[src/rtl/popcount_acc_ctrl.sv]
// ---------------------------------------------------------------------------
// popcount_acc_ctrl
//   Streaming binary dot-product controller. For a job of `len` 64-bit words
//   it sums popcount(~(in_data ^ in_weight)) (the number of matching bits)
//   and reports both the raw match count and the +/-1 dot product
//   2*matches - 64*len.
//
//   Ports
//     clk, rst_n           clock, asynchronous active-low reset
//     start, len           job request (sampled only in IDLE) and word count
//     in_valid/in_ready    input word handshake, in_data / in_weight payload
//     out_valid/out_ready  result handshake
//     out_pop              unsigned match count for the job
//     out_dot              signed dot product for the job
//     busy                 high whenever the controller is not IDLE
//
//   Pipeline: popcount -> stage-1 register -> accumulator (stage 2). The
//   final sum is formed while draining, so the result appears two cycles
//   after the last input handshake.
// ---------------------------------------------------------------------------

// 64-bit population count: eight byte counts summed in a small adder tree.
//   data_i   64-bit word to count
//   count_o  number of ones (0..64)
module popcount64 (
    input  logic [63:0] data_i,
    output logic [6:0]  count_o
);
    logic [3:0] byte_cnt [8];

    generate
        for (genvar gi = 0; gi < 8; gi++) begin : g_byte
            always_comb begin
                byte_cnt[gi] = 4'd0;
                for (int b = 0; b < 8; b++) begin
                    byte_cnt[gi] = byte_cnt[gi] + {3'd0, data_i[gi*8+b]};
                end
            end
        end
    endgenerate

    logic [4:0] pair_cnt [4];
    logic [5:0] quad_cnt [2];

    generate
        for (genvar gi = 0; gi < 4; gi++) begin : g_pair
            assign pair_cnt[gi] = {1'b0, byte_cnt[2*gi]} + {1'b0, byte_cnt[2*gi+1]};
        end
        for (genvar gi = 0; gi < 2; gi++) begin : g_quad
            assign quad_cnt[gi] = {1'b0, pair_cnt[2*gi]} + {1'b0, pair_cnt[2*gi+1]};
        end
    endgenerate

    assign count_o = {1'b0, quad_cnt[0]} + {1'b0, quad_cnt[1]};
endmodule

module popcount_acc_ctrl #(
    parameter int CNT_W = 16
) (
    input  logic                   clk,
    input  logic                   rst_n,
    input  logic                   start,
    input  logic [CNT_W-1:0]       len,
    input  logic                   in_valid,
    output logic                   in_ready,
    input  logic [63:0]            in_data,
    input  logic [63:0]            in_weight,
    output logic                   out_valid,
    input  logic                   out_ready,
    output logic [CNT_W+6:0]       out_pop,
    output logic signed [CNT_W+7:0] out_dot,
    output logic                   busy
);
    // 64*(2^CNT_W-1) < 2^(CNT_W+6), so one spare bit above that is ample.
    localparam int ACC_W = CNT_W + 7;

    localparam logic [1:0] S_IDLE  = 2'd0;
    localparam logic [1:0] S_ACCUM = 2'd1;
    localparam logic [1:0] S_DRAIN = 2'd2;
    localparam logic [1:0] S_DONE  = 2'd3;

    logic [1:0]       state_q,  state_d;
    logic [CNT_W-1:0] len_q,    len_d;
    logic [CNT_W-1:0] rem_q,    rem_d;
    logic [ACC_W-1:0] acc_q,    acc_d;
    logic [6:0]       s1_q,     s1_d;
    logic             s1_vld_q, s1_vld_d;
    logic [ACC_W-1:0] pop_q,    pop_d;
    logic [ACC_W:0]   dot_q,    dot_d;

    logic [63:0]      xnor_word;
    logic [6:0]       match_cnt;
    logic             accept;
    logic [ACC_W-1:0] final_sum;
    logic [ACC_W+1:0] dot_wide;

    assign xnor_word = ~(in_data ^ in_weight);

    popcount64 u_popcount (
        .data_i  (xnor_word),
        .count_o (match_cnt)
    );

    assign in_ready  = (state_q == S_ACCUM) && (rem_q != '0);
    assign accept    = in_ready && in_valid;
    assign out_valid = (state_q == S_DONE);
    assign busy      = (state_q != S_IDLE);
    assign out_pop   = pop_q;
    assign out_dot   = $signed(dot_q);

    // Stage 2: fold in the stage-1 value only when it holds a real word, so
    // bubbles leave the accumulator untouched.
    assign final_sum = acc_q + (s1_vld_q ? {{(ACC_W-7){1'b0}}, s1_q} : '0);

    // 2*pop - 64*len computed one bit wider than the result so the borrow is
    // absorbed; the low ACC_W+1 bits are the correctly signed dot product.
    assign dot_wide = {1'b0, final_sum, 1'b0}
                    - {3'b000, len_q, 6'b000000};

    always_comb begin
        state_d  = state_q;
        len_d    = len_q;
        rem_d    = rem_q;
        acc_d    = final_sum;
        s1_d     = s1_q;
        s1_vld_d = 1'b0;
        pop_d    = pop_q;
        dot_d    = dot_q;

        if (accept) begin
            s1_d     = match_cnt;
            s1_vld_d = 1'b1;
            rem_d    = rem_q - 1'b1;
        end

        case (state_q)
            S_IDLE: begin
                if (start) begin
                    len_d = len;
                    if (len != '0) begin
                        rem_d   = len;
                        acc_d   = '0;
                        state_d = S_ACCUM;
                    end else begin
                        pop_d   = '0;
                        dot_d   = '0;
                        state_d = S_DONE;
                    end
                end
            end
            S_ACCUM: begin
                if (accept && (rem_q == {{(CNT_W-1){1'b0}}, 1'b1})) begin
                    state_d = S_DRAIN;
                end
            end
            S_DRAIN: begin
                // The last word sits in stage 1; this edge empties both
                // stages, so the completed sum is captured for the result.
                pop_d   = final_sum;
                dot_d   = dot_wide[ACC_W:0];
                state_d = S_DONE;
            end
            S_DONE: begin
                if (out_ready) begin
                    state_d = S_IDLE;
                end
            end
            default: state_d = S_IDLE;
        endcase
    end

    always_ff @(posedge clk or negedge rst_n) begin
        if (!rst_n) begin
            state_q  <= S_IDLE;
            len_q    <= '0;
            rem_q    <= '0;
            acc_q    <= '0;
            s1_q     <= '0;
            s1_vld_q <= 1'b0;
            pop_q    <= '0;
            dot_q    <= '0;
        end else begin
            state_q  <= state_d;
            len_q    <= len_d;
            rem_q    <= rem_d;
            acc_q    <= acc_d;
            s1_q     <= s1_d;
            s1_vld_q <= s1_vld_d;
            pop_q    <= pop_d;
            dot_q    <= dot_d;
        end
    end
endmodule

[config.mk]
export PLATFORM = sky130hd
export DESIGN_NAME = popcount_acc_ctrl
export DESIGN_NICKNAME = d
export VERILOG_FILES = /design/src/rtl/popcount_acc_ctrl.sv
export SDC_FILE = /design/constraint.sdc
export NUM_CORES = 1
export LEC_CHECK = 0
export BUFFER_PORTS_ARGS = -buffer_cell sky130_fd_sc_hd__buf_4
export CORE_MARGIN = 2
export CORE_UTILIZATION = 55
export CTS_CLUSTER_SIZE = 14
export DETAILED_ROUTE_END_ITERATION = 12
export PLACE_DENSITY_LB_ADDON = 0.25
export SLEW_MARGIN = 20
export SYNTH_ARGS = -nofsm -noshare
export SYNTH_HDL_FRONTEND = slang
export SYNTH_SLANG_ARGS = --single-unit
[constraint.sdc]
create_clock -name clk -period 6.9 [get_ports clk]
set_input_delay 1.035 -clock clk [delete_from_list [all_inputs] [get_ports clk]]
set_output_delay 1.035 -clock clk [all_outputs]
set_load 0.02 [all_outputs]
==> results, run 1 <==
- The count of standard-cell rows is between 40 and 50.
- The power density of the placed cells is 535 nW/µm².
- The slew at the pin closest to its max-slew limit is between 0.9 and 1 ns.
- Measured along the y axis, the die boundary spans ~130 µm.
- The leakage power total is ~5.3 nW.
- The CTS tree is yes.
- The detailed-placement wirelength estimate is 14,900 µm.
- The ratio of routed vias to standard cells is 5.27.
- By area, the combinational part of the netlist is dominated by adder cells.
- The tightest min-delay check is of the flip-flop to flip-flop type.
- The number of max-slew violations in the final report is 0.
- After layout, the worst path uses between 90% and 100% of the clock period.
- The post-cts resize count is 0.
- The remaining global-route overflow is 0.
- The core outline area is 14,500 µm².
- The switching power is approximately 2.6 mW.
- Synthesis produced a netlist whose cell count is 862.
- The global-route usage over all layers is approximately a quarter.
- The final wirelength is approximately 18,000 µm.
- The layout-stage area growth over the synthesis result is 23.4%.
- The via count of the first global-routing pass is approximately 6,700.
- The clock network fraction of design power is approximately 9%.
- The starting density of the core is 56.4%.
- The count of non-filler cells in the finished layout is between 1,000 and 1,500.
- Entering global routing, the biggest net connects 64 pins.
- The highest achievable clock rate is 154 MHz.
- The number of buffers inserted by port buffering is between 150 and 200.
- The post-place setup slack is 0.0136 ns.
- Across the VDD grid, the largest voltage drop is about 0.7 mV.
- For the worst flop-to-flop path, the logic depth is 17.
- The layout has 1,146 filler cells.
- The detail route stage leaves a number of antenna-violating nets equal to 0.
- The most instantiated flip-flop cell in the synthesis netlist is sky130_fd_sc_hd__dfrtp_1.
- The later pin in the worst-skew pair is clocked with a latency of ~0.35 ns.
- Final hold analysis gives a worst-case slack of 0.471 ns.
- The floorplan step defined a die boundary enclosing ~16,000 µm².
- The die is about 130 µm wide.
- The post-synthesis sequential area ratio is around 32%.
- The data required time of the critical path is about 7.1 ns.
- The initial antenna violation count is 0.
- The largest individual stage delay along the critical path comes from the cell sky130_fd_sc_hd__fa_1.
- The mean instance size in the synthesized netlist is approximately 9.5 µm².
- TritonCTS created 9 clock buffers.
- Across the run, the number of max-cap violations was 0.
- The placed instances occupy a cell area of roughly 10000 µm².
- Setup repair after global routing left no endpoint under its margin.
- After synthesis, the share of cell area in mux cells is 0.260%.
- Dividing the detail-routed wire length by the instance count gives approximately 15 µm.
- In this run, the combinational gates consume a little over 70% of the power.
- For this block, the initial DRC count from the detailed router was 377.
- The depth of the worst hold-timing path is 2.
- The total setup buffers inserted after CTS is 0.
- For this run, the number of Yosys warnings is 0.
- The tree built by TritonCTS fans out to ~110 sinks.
- After Yosys synthesis, XOR and XNOR cells account for roughly 13% of the synthesized area.
- In this run, synthesis produced a sequential element count of around 110.
- In this run the worst path has a maximum fanout of 2.
- The number of remaining DRC errors is 0.
- The relative max-transition margin is around two fifths.
- The clock-pin slew on the worst setup and hold paths is 0.07 ns.
- In this run the critical register-to-register path is captured at out_dot[17]$_DFFE_PN0P_.
- The number of endpoints with negative hold slack in the final report is 0.
- After detailed placement, the design holds a cell count of around 1,200.
- The synthesized-area fraction occupied by adder cells is a little under a quarter.
- The startpoint of the worst-slack reg-to-reg timing path is s1_vld_q$_DFF_PN0_.
- After routing, the total negative slack on setup checks comes to 0 ns.
- The post-layout total power is 5.41 mW.
- The final clock skew is 0.0140 ns.
- The number of hold buffers added after CTS was 0.
- The critical path endpoint category is a flip-flop.
- In this run, flip-flops and latches consume 18.2% of the power.
- In the final layout, the share of cells above drive strength 1 is a little over a fifth.
- The critical path launch point type is an input pin.
- The first global-routing pass estimated 30,400 µm of wire.
- The simple-gate share of the synthesized area is between 10 and 15%.
- The net count of the mapped netlist is 1,130.
- The finished cells cover just over 10,000 µm².
- Setup violations remaining at the end of the flow were counted as 0.
- The unique cell type count in the Yosys netlist is 63.
- Summing the areas of all compound-gate instances in the mapped netlist gives 9.74% of the synthesized area.
- The internal power of the cells totals ~2.8 mW.
- The H-tree level count is 3.
- Pin placement for this block handled 199 I/O pins.
- On the worst path, the slowest cell contributes a delay of ~0.55 ns.
- Net switching is 47.4% of the power.
- The final RePlAce weighted congestion is between 0.8 and 0.9.
- The register-to-register path setup slack is 2.26 ns.
- The run finished with clean final reports.
- Data arrives at the worst endpoint at about 6.7 ns.
- The classification of the worst setup path is input pin to flip-flop.
- The maximum buffer depth of the clock tree is 2.
- The number of enable flip-flop cells after synthesis is 0.
- The time the worst path needs with I/O delays and setup is about 6.5 ns.
- The hold path endpoint is s1_q[1]$_DFFE_PN0P_.
- The number of diodes is 0.
- The final worst-path setup slack is just over 0.4 ns.
- The proportion of synthesized flip-flops having asynchronous set or reset is 100%.
- The synthesized netlist occupies a cell area of a little over 8000 µm².
- The detailed router placed between 6,000 and 7,000 vias in this run.
- The root buffer selected by CTS is sky130_fd_sc_hd__clkbuf_16.
- The most frequent cell on the critical path is sky130_fd_sc_hd__fa_1.
- Before antenna repair, the detailed router went through 5 iterations.
- The share of the core filled with cells is a little over two thirds.
- The startpoint identified for the worst hold timing path is s1_q[1]$_DFFE_PN0P_.
- The net count of the finished layout is between 1,000 and 1,500.
## cell usage after synthesis, types with 2 or more instances
| master | count | area share [%] |
|---|---|---|
| sky130_fd_sc_hd__nor2_1 | 40 | 1.8 |
| sky130_fd_sc_hd__o221ai_1 | 2 | 0.21 |
| sky130_fd_sc_hd__a21oi_1 | 19 | 1.2 |
| sky130_fd_sc_hd__buf_4 | 6 | 0.55 |
| sky130_fd_sc_hd__nand2b_1 | 4 | 0.31 |
| sky130_fd_sc_hd__nor3_1 | 6 | 0.37 |
| sky130_fd_sc_hd__nor4_1 | 7 | 0.53 |
| sky130_fd_sc_hd__and2_1 | 8 | 0.61 |
| sky130_fd_sc_hd__dfrtp_1 | 106 | 32 |
| sky130_fd_sc_hd__o31ai_1 | 6 | 0.55 |
| sky130_fd_sc_hd__nand4_1 | 4 | 0.31 |
| sky130_fd_sc_hd__inv_1 | 114 | 5.2 |
| sky130_fd_sc_hd__or2b_1 | 2 | 0.18 |
| sky130_fd_sc_hd__o31a_1 | 3 | 0.32 |
| sky130_fd_sc_hd__fa_1 | 57 | 14 |
| sky130_fd_sc_hd__o21ai_1 | 9 | 0.55 |
| sky130_fd_sc_hd__a211oi_1 | 4 | 0.37 |
| sky130_fd_sc_hd__nand3_1 | 15 | 0.92 |
| sky130_fd_sc_hd__and3_1 | 5 | 0.38 |
| sky130_fd_sc_hd__clkbuf_1 | 15 | 0.69 |
| sky130_fd_sc_hd__and4_1 | 4 | 0.43 |
| sky130_fd_sc_hd__xor2_1 | 53 | 5.7 |
| sky130_fd_sc_hd__ha_1 | 62 | 9.5 |
| sky130_fd_sc_hd__o21a_1 | 4 | 0.37 |
| sky130_fd_sc_hd__nor2b_1 | 18 | 1.4 |
| sky130_fd_sc_hd__or3_1 | 2 | 0.15 |
| sky130_fd_sc_hd__nand3_4 | 2 | 0.43 |
| sky130_fd_sc_hd__nand2_1 | 121 | 5.5 |
| sky130_fd_sc_hd__o211ai_1 | 2 | 0.18 |
| sky130_fd_sc_hd__o21ai_0 | 55 | 3.4 |
| sky130_fd_sc_hd__a21o_1 | 9 | 0.82 |
| sky130_fd_sc_hd__xnor2_1 | 66 | 7.1 |
| sky130_fd_sc_hd__a31oi_1 | 2 | 0.15 |
## registers in the layout (all words and copies together), names as in the netlist
register  flops
acc_q        23
out_pop      23
out_dot      18
len_q        16
rem_q        16
s1_q          7
state_q       2
s1_vld_q      1
## worst max-delay path: cells and delay by family
kind	cells	cell delay (ns)
AOI/OAI and AO/OA	3	0.39
xor gates and xnor gates	2	0.32
adders and majority gates	11	4.41
buffers and inverters	9	0.55
## placed cells by master, fill, tap and decap left out, drive strengths merged, types with 3 or more instances in the layout
master / synthesis / final
a211oi: 4 / 4
clkinv: 1 / 3
o21a: 4 / 4
o31ai: 6 / 6
clkinvlp: 0 / 3
buf: 8 / 200
ha: 62 / 62
nand4: 4 / 4
o31a: 3 / 3
nand3: 18 / 18
nor2b: 18 / 18
fa: 57 / 57
xor2: 53 / 53
nor3: 6 / 6
nor2: 40 / 40
or3: 3 / 3
xnor2: 67 / 67
o21ai: 64 / 64
and3: 5 / 5
nand2b: 4 / 4
nor4: 8 / 8
a21oi: 19 / 19
nand2: 121 / 121
clkbuf: 15 / 11
and4: 4 / 4
and2: 9 / 9
dfrtp: 106 / 106
inv: 115 / 115
a21o: 9 / 9
## metal layers
metal	vias up	GRT usage, %	share of wire, %
li1	3152	-	-
met1	3103	29.3	41
met2	237	41.4	51
met3	38	3.19	5.4
met4	0	8.27	2.9
met5	-	0	0
## kinds of logic (layout without fill, tap and decap cells)
kind of cell | count (synthesis) | count (layout)
AND/OR/NAND/NOR | 247 | 247
AO/OA/AOI/OAI | 128 | 128
XOR/XNOR | 120 | 120
flip-flops | 106 | 106
other | 1 | 1
multiplexers | 2 | 2
adder cells (fa/ha/maj) | 119 | 119
buffers and inverters | 139 | 332
## worst max-delay path by stage
stage	slack, ns	endpoint	depth (start not counted)	startpoint
2_1_floorplan	0.41	s1_q[6]$_DFFE_PN0P_	24	in_data[40]
3_3_place_gp	0.16	s1_q[6]$_DFFE_PN0P_	25	in_data[40]
3_5_place_dp	0.01	s1_q[6]$_DFFE_PN0P_	25	in_data[40]
4_1_cts	0.39	s1_q[6]$_DFFE_PN0P_	25	in_data[40]
5_1_grt	0.1	s1_q[6]$_DFFE_PN0P_	25	in_data[40]
6_report	0.41	s1_q[6]$_DFFE_PN0P_	25	in_data[40]
## power groups by stage
stage | combinational (mW) | clock [mW] | sequential, mW
final | 3.94 | 0.488 | 0.982
after global placement | 3.86 | 0 | 0.982
after global routing | 4.68 | 0.522 | 1.01
after floorplan | 3.00 | 0 | 1.05
after CTS | 4.04 | 0.497 | 0.982
after detailed placement | 4.04 | 0 | 0.992
## layout make-up
class	instances	area (µm²)	area share, %
clock inverters	5	40.0	0.396
multi-input cells	617	5000	49.5
well taps	184	230	2.28
repair buffers	200	1500	14.9
inverters	116	438	4.33
flip-flops and latches	106	2650	26.2
clock buffers	11	243	2.40
(Power assumes the default switching activity.)
==> run 2, diff against run 1 <==
--- a/config.mk
+++ b/config.mk
@@ -6,6 +6,7 @@
 export NUM_CORES = 1
 export LEC_CHECK = 0
 export BUFFER_PORTS_ARGS = -buffer_cell sky130_fd_sc_hd__buf_4
+export CORE_ASPECT_RATIO = 1.75
 export CORE_MARGIN = 2
 export CORE_UTILIZATION = 55
 export CTS_CLUSTER_SIZE = 14
==> results, run 2 (synthesis gave the netlist of run 1 again) <==
- Setup slack on the critical path of the routed design comes to around 0.35 ns.
- Global routing used 25.2% of the available tracks.
- Once layout is complete, the utilization of the core stands at 68.8%.
- Once the floorplan was initialized, standard cells occupied 55.8% of the core.
- Setup violations remaining at the end of the flow were counted as 0.
- The maximum number of pins on one net before global-route repair is 60.
- The number of buffers inserted by port buffering is 197.
- The congestion estimate from routability-driven global placement came to approximately 1.
- The clock-pin slew on the worst setup and hold paths is ~0.070 ns.
- The data required time of the critical path is a little over 7 ns.
- The internal power of the cells is 2.91 mW.
- The flow ran to the end, and the final reports show no timing, DRC or antenna violations.
- The total setup buffers inserted after CTS is 0.
- In this run the clock root is driven by a sky130_fd_sc_hd__clkbuf_16.
- Hold repair after CTS inserted 0 buffers.
- The number of search-and-repair iterations in the first detailed-routing pass is 4.
- The count of standard-cell rows is 59.
- The register share of total power is between 10% and 20%.
- The highest achievable clock rate is 153 MHz.
- The clock drives ~110 sinks.
- The initial antenna violation count is 0.
- The met3 demand-to-capacity share in global routing is 3.81%.
- The fraction of the cycle the final worst path needs is between 90% and 100%.
- The top cell types in the final layout, fill and taps aside, are 200 x sky130_fd_sc_hd__buf_4, 121 x sky130_fd_sc_hd__nand2_1, 114 x sky130_fd_sc_hd__inv_1.
- Across the VDD grid, the largest voltage drop is approximately 0.85 mV.
- The floorplan step set the die width to around 96 µm.
- The switching power is between 2 and 3 mW.
- The worst setup path is of the input pin to flip-flop kind.
- The time the worst path needs with I/O delays and setup is 6.55 ns.
- Setup repair after global routing left no endpoint under its margin.
- Cells with a size suffix above 1 make up between 20% and 30% of the layout.
- After detailed routing, the total wire length is roughly 19,000 µm.
- The routed wire length per instance is roughly 15 µm.
- The later pin in the worst-skew pair is clocked with a latency of 0.35 ns.
- For this run, the slowest stage of the critical path takes roughly 0.54 ns.
- The layout-stage area growth over the synthesis result is 23.3%.
- The H-tree level count is 3.
- The sum of buffers and inverters on the critical path is 9.
- The cell type group with the largest total delay on the critical path is adder cells.
- At the pin with the least slew margin, the transition time is between 0.9 and 1 ns.
- Across the run, the number of max-cap violations was 0.
- At the worst endpoint, the arrival time is between 6 and 7 ns.
- The die covers around 16,000 µm².
- The net switching share of the total power is 48.2%.
- In the routed design, unresolved DRC markers number 0.
- For the final database, setup skew stands at roughly 0.0095 ns.
- The path class of the lowest-slack min-delay path is flip-flop to flip-flop.
- The clock network accounts for under 10% of the total power.
- After filler insertion, the fill cell instance count of the layout stands at around 1,200.
- The analysis attributes to cell leakage a power of between 5 and 6 nW.
- The total overflow left after global routing is 0.
- The final antenna-violating net count is 0.
- The count of non-filler cells in the finished layout is ~1,200.
- Timing analysis after detailed placement gives a worst setup slack of -0.0617 ns.
- The post-cts resize count is 0.
- The cell with the largest stage delay on the worst path is sky130_fd_sc_hd__fa_1.
- In this run the tightest slew margin relative to its limit is 39.7%.
- The routed layout has about 6,500 vias.
- The largest fanout on the critical path is 2.
- Among the stages of the critical path, the cell type that occurs most often is sky130_fd_sc_hd__fa_1.
- The total number of nets in the final design is around 1,300.
- For this design the ratio of total power to cell area is 556 nW/µm².
- The ratio of routed vias to standard cells is between 5 and 6.
- TritonCTS built the clock tree.
- The clock passes through at most 2 buffers.
- The met1 track utilization from global routing is 24.2%.
- The total non-filler cell area in the finished layout is between 10,000 and 15,000 µm².
- The placed instances occupy a cell area of 9820 µm².
- The design draws 5.62 mW.
- The library cell used most frequently in the layout, excluding fill and tap cells, is sky130_fd_sc_hd__buf_4.
- The core outline area is 14,700 µm².
- The detailed-placement wirelength estimate is 15,900 µm.
- The via count of the first global-routing pass is 6,718.
- For this block, the initial DRC count from the detailed router was roughly 360.
- The repair_antennas step left the layout with diodes totalling 0.
- The number of max-slew violations in the final report was 0.
- The part of the total power dissipated in combinational logic is between 70% and 80%.
- The number of endpoints with negative hold slack in the final report is 0.
- The met2 capacity usage during global routing is around 49%.
- The worst setup path is captured at a flip-flop.
- During I/O placement, the number of pins put on the boundary was 199.
- The global routing stage identified its most utilized layer as met2.
- STA classifies the critical path startpoint as an input pin.
- The number of clock buffers added by TritonCTS is 9.
- The first-pass GRT wire length is between 30,000 and 40,000 µm.
- The number of placed instances, taps included is approximately 1,200.
- The die is between 150 and 200 µm tall.
run 2: cell types whose count changed in the layout (fill, tap and decap cells not counted), sizes merged:
cell	delta
clkbuf	-2
clkinvlp	-2
inv	+1
clkinv	+3
run 2: area by class of cell:
| type | instances | area, µm² | share of cell area [%] |
|---|---|---|---|
| multi-input cells | 617 | 5000 | 49.5 |
| inverters | 116 | 438 | 4.33 |
| repair buffers | 200 | 1500 | 14.9 |
| clock inverters | 7 | 55.1 | 0.545 |
| well taps | 183 | 229 | 2.27 |
| clock buffers | 9 | 225 | 2.23 |
| flip-flops and latches | 106 | 2650 | 26.3 |
run 2: through the flow:
stage	hold WS, ns	TNS, ns
finish	0.478	0
global route	0.500	0
CTS	0.483	0
detailed placement	0.464	-0.0617
global placement	0.454	0
floorplan	0.438	0
run 2: worst reg2reg max path: stages, from the launching register on:
cell,delay [ns]
sky130_fd_sc_hd__dfrtp_1,0.43
sky130_fd_sc_hd__and2_1,0.17
sky130_fd_sc_hd__ha_1,0.22
sky130_fd_sc_hd__fa_1,0.44
sky130_fd_sc_hd__a211oi_1,0.24
sky130_fd_sc_hd__nor2_1,0.13
sky130_fd_sc_hd__o41ai_4,0.42
sky130_fd_sc_hd__nand2b_1,0.18
sky130_fd_sc_hd__xor2_1,0.27
sky130_fd_sc_hd__inv_1,0.13
sky130_fd_sc_hd__ha_1,0.35
sky130_fd_sc_hd__o211a_1,0.14
sky130_fd_sc_hd__o31a_1,0.12
sky130_fd_sc_hd__o21ai_0,0.54
sky130_fd_sc_hd__nor2_1,0.08
sky130_fd_sc_hd__a2111oi_0,0.47
sky130_fd_sc_hd__xor2_1,0.18
sky130_fd_sc_hd__o21ai_0,0.08
run 2: power by group through the flow:
stage / Clock (mW) / Combinational, mW / Sequential [mW]
2_1_floorplan: 0 / 3.00 / 1.05
3_3_place_gp: 0 / 4.07 / 0.982
3_5_place_dp: 0 / 4.22 / 0.992
4_1_cts: 0.495 / 4.23 / 0.981
5_1_grt: 0.511 / 4.80 / 1.01
6_report: 0.485 / 4.15 / 0.982
run 2: metal layers:
metal	part of all wire, %	up-vias
met1	32	3140
met3	4.5	49
met2	58	198
met5	0	-
li1	-	3154
met4	5.8	0
run 2: final timing paths:
| path | from | endpoint | slack, ns | depth (start not counted) |
|---|---|---|---|---|
| min reg2reg | out_pop[14]$_DFFE_PN0P_ | out_pop[14]$_DFFE_PN0P_ | 0.48 | 2 |
| min in group asynchronous | rst_n | out_dot[15]$_DFFE_PN0P_ | 0.69 | 1 |
| max reg2reg | s1_vld_q$_DFF_PN0_ | out_dot[17]$_DFFE_PN0P_ | 2.18 | 17 |
| min | out_pop[14]$_DFFE_PN0P_ | out_pop[14]$_DFFE_PN0P_ | 0.48 | 2 |
| max in group asynchronous | rst_n | acc_q[5]$_DFF_PN0_ | 5.03 | 2 |
| max | in_data[40] | s1_q[6]$_DFFE_PN0P_ | 0.35 | 25 |
